$ cat src/rtl/cpu_ctrl_seq_pkg.sv
// Shared definitions for the cpu_ctrl_seq sequencer: opcodes, instruction layout, FSM states.
package cpu_ctrl_seq_pkg;

  typedef enum logic [3:0] {
    OpAnd   = 4'd0,
    OpOr    = 4'd1,
    OpAdd   = 4'd2,
    OpSub   = 4'd3,
    OpCmp   = 4'd4,
    OpAddi  = 4'd5,
    OpSubi  = 4'd6,
    OpCmpi  = 4'd7,
    OpLoad  = 4'd8,
    OpStore = 4'd9,
    OpJmp   = 4'd10,
    OpJmpr  = 4'd11,
    OpJnz   = 4'd12,
    OpLi    = 4'd13,
    OpIll14 = 4'd14,
    OpIll15 = 4'd15
  } opcode_e;

  // Packed layout gives the field positions: [15:12] op, [11:10] rd, [9:8] rs, [7:0] imm.
  typedef struct packed {
    opcode_e    op;
    logic [1:0] rd;
    logic [1:0] rs;
    logic [7:0] imm;
  } instr_t;

  typedef enum logic [2:0] {
    StFetch = 3'd0,
    StExec  = 3'd1,
    StMem   = 3'd2,
    StWb    = 3'd3,
    StHalt  = 3'd4
  } state_e;

  function automatic logic sets_zf(opcode_e op);
    return op inside {OpAnd, OpOr, OpAdd, OpSub, OpCmp, OpAddi, OpSubi, OpCmpi};
  endfunction

  function automatic logic writes_rd(opcode_e op);
    return op inside {OpAnd, OpOr, OpAdd, OpSub, OpAddi, OpSubi, OpLi, OpLoad};
  endfunction

endpackage

$ cat src/rtl/cpu_ctrl_seq_regfile.sv
// 4x8 register file: two asynchronous read ports, one synchronous write port.
module cpu_ctrl_seq_regfile #(
  parameter logic [7:0] REG_INIT = 8'h00
) (
  input  logic       clk,
  input  logic       rst_n,
  input  logic [1:0] raddr_a,
  output logic [7:0] rdata_a,
  input  logic [1:0] raddr_b,
  output logic [7:0] rdata_b,
  input  logic       we,
  input  logic [1:0] waddr,
  input  logic [7:0] wdata
);

  logic [7:0] regs_q [4];

  always_ff @(posedge clk) begin
    if (!rst_n) begin
      for (int i = 0; i < 4; i++) regs_q[i] <= REG_INIT;
    end else if (we) begin
      regs_q[waddr] <= wdata;
    end
  end

  assign rdata_a = regs_q[raddr_a];
  assign rdata_b = regs_q[raddr_b];

endmodule

$ cat src/rtl/cpu_ctrl_seq.sv
// Fetch/exec/mem/writeback sequencer and decoder driving an external ALU.
// Optional macro CPU_CTRL_ILLOP_HALT_EN: opcodes 14/15 halt the core instead of acting as NOP.
module cpu_ctrl_seq
  import cpu_ctrl_seq_pkg::*;
#(
  parameter logic [7:0] RESET_PC = 8'h00,
  parameter logic [7:0] REG_INIT = 8'h00
) (
  input  logic        clk,
  input  logic        rst_n,
  output logic        imem_req,
  output logic [7:0]  imem_addr,
  input  logic        imem_ack,
  input  logic [15:0] imem_rdata,
  output logic        dmem_req,
  output logic        dmem_we,
  output logic [7:0]  dmem_addr,
  output logic [7:0]  dmem_wdata,
  input  logic        dmem_ack,
  input  logic [7:0]  dmem_rdata,
  output logic [3:0]  alu_op,
  output logic [7:0]  alu_in0,
  output logic [7:0]  alu_in1,
  input  logic [7:0]  alu_out,
  input  logic        alu_zf,
  output logic [7:0]  pc,
  output logic        halted
);

  state_e     state_q, state_d;
  instr_t     fetch_ins;
  opcode_e    op_q;
  logic [1:0] rd_q;
  logic [7:0] pc_q, res_q, next_pc;
  logic       zflag_q;
  logic [3:0] alu_op_q;
  logic [7:0] alu_in0_q, alu_in1_q, in0_d, in1_d;
  logic [7:0] dmem_addr_q, dmem_wdata_q;
  logic       dmem_we_q;
  logic [7:0] rs_val, rd_val;
  logic       is_mem_op;

  assign fetch_ins = instr_t'(imem_rdata);
  assign is_mem_op = op_q inside {OpLoad, OpStore};

  // Port b reads rd from the incoming word during fetch, from the latched IR afterwards.
  cpu_ctrl_seq_regfile #(
    .REG_INIT (REG_INIT)
  ) u_regfile (
    .clk     (clk),
    .rst_n   (rst_n),
    .raddr_a (fetch_ins.rs),
    .rdata_a (rs_val),
    .raddr_b ((state_q == StFetch) ? fetch_ins.rd : rd_q),
    .rdata_b (rd_val),
    .we      ((state_q == StWb) && writes_rd(op_q)),
    .waddr   (rd_q),
    .wdata   (res_q)
  );

  always_comb begin
    in0_d = fetch_ins.imm;
    in1_d = 8'h00;
    unique case (fetch_ins.op)
      OpAnd, OpOr, OpAdd, OpSub, OpCmp: begin
        in0_d = rs_val;
        in1_d = rd_val;
      end
      OpAddi, OpSubi, OpCmpi:  in1_d = rd_val;
      OpLoad, OpStore, OpJmpr: in1_d = rs_val;
      default: ;
    endcase
  end

  always_comb begin
    next_pc = pc_q + 8'd1;
    unique case (op_q)
      OpJmp, OpJmpr: next_pc = res_q;
      OpJnz:         next_pc = zflag_q ? res_q : pc_q + 8'd1;
      default: ;
    endcase
  end

  always_comb begin
    state_d = state_q;
    unique case (state_q)
      StFetch: if (imem_ack) state_d = StExec;
      StExec: begin
        if (is_mem_op) state_d = StMem;
`ifdef CPU_CTRL_ILLOP_HALT_EN
        else if (op_q inside {OpIll14, OpIll15}) state_d = StHalt;
`endif
        else state_d = StWb;
      end
      StMem:   if (dmem_ack) state_d = StWb;
      StWb:    state_d = StFetch;
      StHalt:  state_d = StHalt;
      default: state_d = StFetch;
    endcase
  end

  always_ff @(posedge clk) begin
    if (!rst_n) state_q <= StFetch;
    else        state_q <= state_d;
  end

  always_ff @(posedge clk) begin
    if (!rst_n) begin
      op_q         <= OpAnd;
      rd_q         <= 2'd0;
      pc_q         <= RESET_PC;
      res_q        <= 8'h00;
      zflag_q      <= 1'b0;
      alu_op_q     <= 4'h0;
      alu_in0_q    <= 8'h00;
      alu_in1_q    <= 8'h00;
      dmem_addr_q  <= 8'h00;
      dmem_wdata_q <= 8'h00;
      dmem_we_q    <= 1'b0;
    end else begin
      unique case (state_q)
        StFetch: if (imem_ack) begin
          op_q      <= fetch_ins.op;
          rd_q      <= fetch_ins.rd;
          alu_op_q  <= fetch_ins.op;
          alu_in0_q <= in0_d;
          alu_in1_q <= in1_d;
        end
        StExec: begin
          res_q <= alu_out;
          if (sets_zf(op_q)) zflag_q <= alu_zf;
          if (is_mem_op) begin
            dmem_addr_q <= alu_out;
            dmem_we_q   <= (op_q == OpStore);
            if (op_q == OpStore) dmem_wdata_q <= rd_val;
          end
        end
        StMem: if (dmem_ack) begin
          if (op_q == OpLoad) res_q <= dmem_rdata;
          dmem_we_q <= 1'b0;
        end
        StWb:    pc_q <= next_pc;
        default: ;
      endcase
    end
  end

  // Requests are gated by rst_n so a reset cycle never shows a live request.
  assign imem_req   = rst_n && (state_q == StFetch);
  assign dmem_req   = rst_n && (state_q == StMem);
  assign imem_addr  = pc_q;
  assign pc         = pc_q;
  assign dmem_we    = dmem_we_q;
  assign dmem_addr  = dmem_addr_q;
  assign dmem_wdata = dmem_wdata_q;
  assign alu_op     = alu_op_q;
  assign alu_in0    = alu_in0_q;
  assign alu_in1    = alu_in1_q;

`ifdef CPU_CTRL_ILLOP_HALT_EN
  assign halted = (state_q == StHalt);
`else
  assign halted = 1'b0;
`endif

endmodule

$ cat config.mk
export PLATFORM = sky130hd
export DESIGN_NAME = cpu_ctrl_seq
export DESIGN_NICKNAME = d
export VERILOG_FILES = /design/src/rtl/cpu_ctrl_seq_pkg.sv /design/src/rtl/cpu_ctrl_seq_regfile.sv /design/src/rtl/cpu_ctrl_seq.sv
export SDC_FILE = /design/constraint.sdc
export NUM_CORES = 1
export LEC_CHECK = 0
export BUFFER_PORTS_ARGS = -buffer_cell sky130_fd_sc_hd__buf_2
export CAP_MARGIN = 20
export CORE_ASPECT_RATIO = 0.5
export CORE_MARGIN = 1.5
export CORE_UTILIZATION = 49
export DETAILED_ROUTE_END_ITERATION = 6
export GPL_TIMING_DRIVEN = 0
export PLACE_DENSITY = 0.76
export SYNTH_ARGS = -nofsm -noshare
export SYNTH_HDL_FRONTEND = slang
export SYNTH_SLANG_ARGS = --single-unit
$ cat constraint.sdc
create_clock -name clk -period 2.3 [get_ports clk]
set_input_delay 0.115 -clock clk [delete_from_list [all_inputs] [get_ports clk]]
set_output_delay 0.115 -clock clk [all_outputs]
set_load 0.005 [all_outputs]
==> results.ini <==
[synth]
synth-edff-count=32
ys_ff_latch=91
synth-seq-area-share_pct=48.2
synthCells=417
netlist_area_mm2=0.00445
synth_cell_types=59
ys_async_sr_fraction_pct=0
synth.avg_cell_area_um2=10.7
synth_ff_type=dfxtp_1
synth_warnings=0
syn_nets=455

[worst_hold_path]
hold_start=alu_out[0]
hold_path_class=input port to flip-flop

[power]
p_total_mw=4.02
switchingPower_mw=1.06
comb_power_share_pct=15.0
power_density_mw_per_mm2=742
peakVddDrop_uv=479
p_leak_nw=2.20
p_sw_share_pct=26.3
pwr-share-seq_pct=46.1
clkPwrFrac_pct=38.9
internal_power_mw=2.96

[layout]
synthToLayoutAreaGrowth_pct=21.8
finalInstanceArea_mm2=0.00542
final-seq-area_mm2=0.00214
drive_above_1_share_pct=30.4
multiInputGateArea_mm2=0.00212
finalNonFillerCells=643
n_antenna_cell=0
num-fill-cells=709
fin_nets=559

[timing]
slew_violations=0
period_minus_slack_ns=2.25
skew_ns=0.00400
worst_pin_slew_ns=0.740
hold_viol=0
tns_ns=0
fmax_mhz=444
max_slew_margin_pct=50.4
period_share_pct=97.8
setup_viol=0
rsz0062_at_grt=true

[place]
port_buffers=89
place_hpwl_um=8200
dp_cells=623
gpl.final_weighted_congestion=0.857
place_area_mm2=0.00504

[floorplanning]
core_area_mm2=0.00877
die_height_um=70.4
initial_core_util_pct=50.7
boundaryPins=93
num_rows=24
die_w_um=138
dieArea_mm2=0.00969

[global_route]
antenna_found_initial=0
gr-total-overflow=0
grt_pass1_vias=3391
grt_first_pass_wirelength_um=17600
grt_max_degree=16
gr-usage-all-layers_pct=24.0

[detailed_routing]
drtPass1Iterations=5
vias=3593
drtAntennaViolNets=0
wl_per_cell_um=17.3
drt-vias-per-instance=5.59
wirelength_um=11100
post-route-drc-count=0
first_iter_violations=240

[clock_network]
htree_levels=3
clk_path_buf_depth=2
clkTransAtPathRegs_ns=0.06
cts_tree=built
clock-root-buffer=clkbuf_16
cts_made_buffers=9
cts_num_sinks=91
clkLatencyLatePin_ns=0.35
cts_hold_buf=0

[critical_path]
cp_max_fo=8
start_kind=flip-flop
worstSetupStartpoint=alu_op[2]
worst_setup_path_end_kind=flip-flop
worst-setup-path-type=flip-flop to flip-flop
cpPeakStageDelay_ns=0.67
r2r-start=alu_op[2]
worstPathRequired_ns=2.28
slowest_stage=o21ai_1
crit_arrival_ns=2.23
crit_path_cell_trace=mux2_2, a21oi_1, o211ai_1, o21ai_1

[status]
status=finished clean

[job]
cap_violations=0

[worst max-delay path, delay by kind of cell (launching register included)]
kind	cells	cell delay, ns
AOI/OAI and AO/OA	3	1.13
DFF	1	0.40
muxes	1	0.35
[Yosys cell counts (all sizes together) (5+ instances only)]
| cell | count | area share [%] |
|---|---|---|
| mux4 | 8 | 4.1 |
| mux2i | 42 | 9.8 |
| nand2 | 34 | 2.9 |
| dfxtp | 59 | 27 |
| a211oi | 16 | 2.7 |
| nand3 | 5 | 0.56 |
| mux2 | 6 | 1.5 |
| nor2 | 36 | 3.2 |
| a22oi | 10 | 1.7 |
| o221ai | 7 | 1.5 |
| nand2b | 7 | 0.99 |
| buf | 19 | 3.0 |
| and2 | 35 | 4.9 |
| clkbuf | 13 | 1.2 |
| a21oi | 15 | 1.8 |
| o21ai | 17 | 2.0 |
| o22a | 8 | 1.6 |
| nor3 | 10 | 1.5 |
| edfxtp | 32 | 22 |
[power groups by stage]
| stage | Combinational, mW | Sequential [mW] | Clock, mW |
|---|---|---|---|
| 3_3_place_gp | 0.562 | 1.88 | 0 |
| 4_1_cts | 0.583 | 1.85 | 1.58 |
| 3_5_place_dp | 0.573 | 1.89 | 0 |
| 2_1_floorplan | 0.396 | 1.86 | 0 |
| 5_1_grt | 0.657 | 1.87 | 1.65 |
| 6_report | 0.602 | 1.86 | 1.56 |
[sequential cells by signal, indices dropped and copies added (netlist names)]
signal / cells
alu_in0: 8
alu_in1: 8
alu_op: 4
dmem_addr: 8
dmem_wdata: 8
dmem_we: 1
imem_addr: 8
rd_q: 2
res_q: 8
state_q: 3
u_regfile.regs_q: 32
zflag_q: 1
[final cells by class]
cell class	instances	share of cell area, %
sequential	91	39.6
buffer	32	3.47
inverter	2	0.139
clock inverter	5	1.09
multi-input combinational	292	39.1
clock buffer	11	4.88
timing repair buffer	93	9.01
tap	117	2.70
[cells in the final DEF (no fill, tap or decap), types with 2 or more instances in the layout]
cell,count
dfxtp_1,58
nand3b_1,3
nand3_1,5
mux4_2,8
mux2i_1,40
o21ai_0,7
nand2b_1,5
and2_1,34
nor2b_1,3
nor3b_2,2
nand2_1,33
mux2_2,6
nor2_2,2
buf_6,3
clkbuf_16,10
nor3b_1,2
o21ai_1,9
clkinvlp_4,2
a21o_1,3
clkbuf_1,12
o221ai_1,6
edfxtp_1,32
nor2_1,34
buf_2,95
a31oi_1,4
buf_4,12
a22oi_1,10
a21oi_1,14
o21a_1,3
o22a_1,8
a211oi_1,16
nor3_1,8
[routing by layer]
metal  vias up  share of wire (%)  routed length [um]  global-route usage, %
li1       1734                  -                   -                      -
met1      1707                 48                5290                   34.1
met2       141                 43                4780                   36.0
met3        11                8.5                 945                   7.99
met4         0               0.83                  92                   4.63
met5         -                  0                   0                      0
[metrics by stage]
| stage | hold slack (ns) | setup slack (ns) | utilization, % |
|---|---|---|---|
| finish | 0.0138 | 0.0497 | 61.8 |
| global route | 0.0122 | -0.0664 | 61.8 |
| global placement | 0.361 | -0.288 | 57.4 |
| CTS | 0.0142 | -0.0308 | 61.4 |
| floorplan | 0.251 | 0.0861 | - |
| detailed placement | 0.374 | -0.365 | 57.4 |
[logic make-up after synthesis]
group                      share of synthesized area [%]
AOI/OAI and AO/OA                                   13.8
adders and majority gates                          0.281
buffers and inverters                               4.39
DFF                                                 48.2
muxes                                               15.4
other                                             0.0844
and+or+nand+nor                                     17.9
[what timing repair did]
action | 4_1_cts | 5_1_grt
pin swaps | 1 | 0
gates resized for setup | 5 | 2
endpoints found under the setup margin | 32 | 40
setup buffers | 2 | 2
[path summary, 6_finish.rpt]
check	to	slack (ns)	cells past startpoint
max	u_regfile.regs_q[2][6]	0.05	4
min	dmem_addr[0]	0.01	3
max reg2reg	u_regfile.regs_q[2][6]	0.05	4
min reg2reg	dmem_wdata[6]	0.48	2
(Power assumes the default switching activity.)
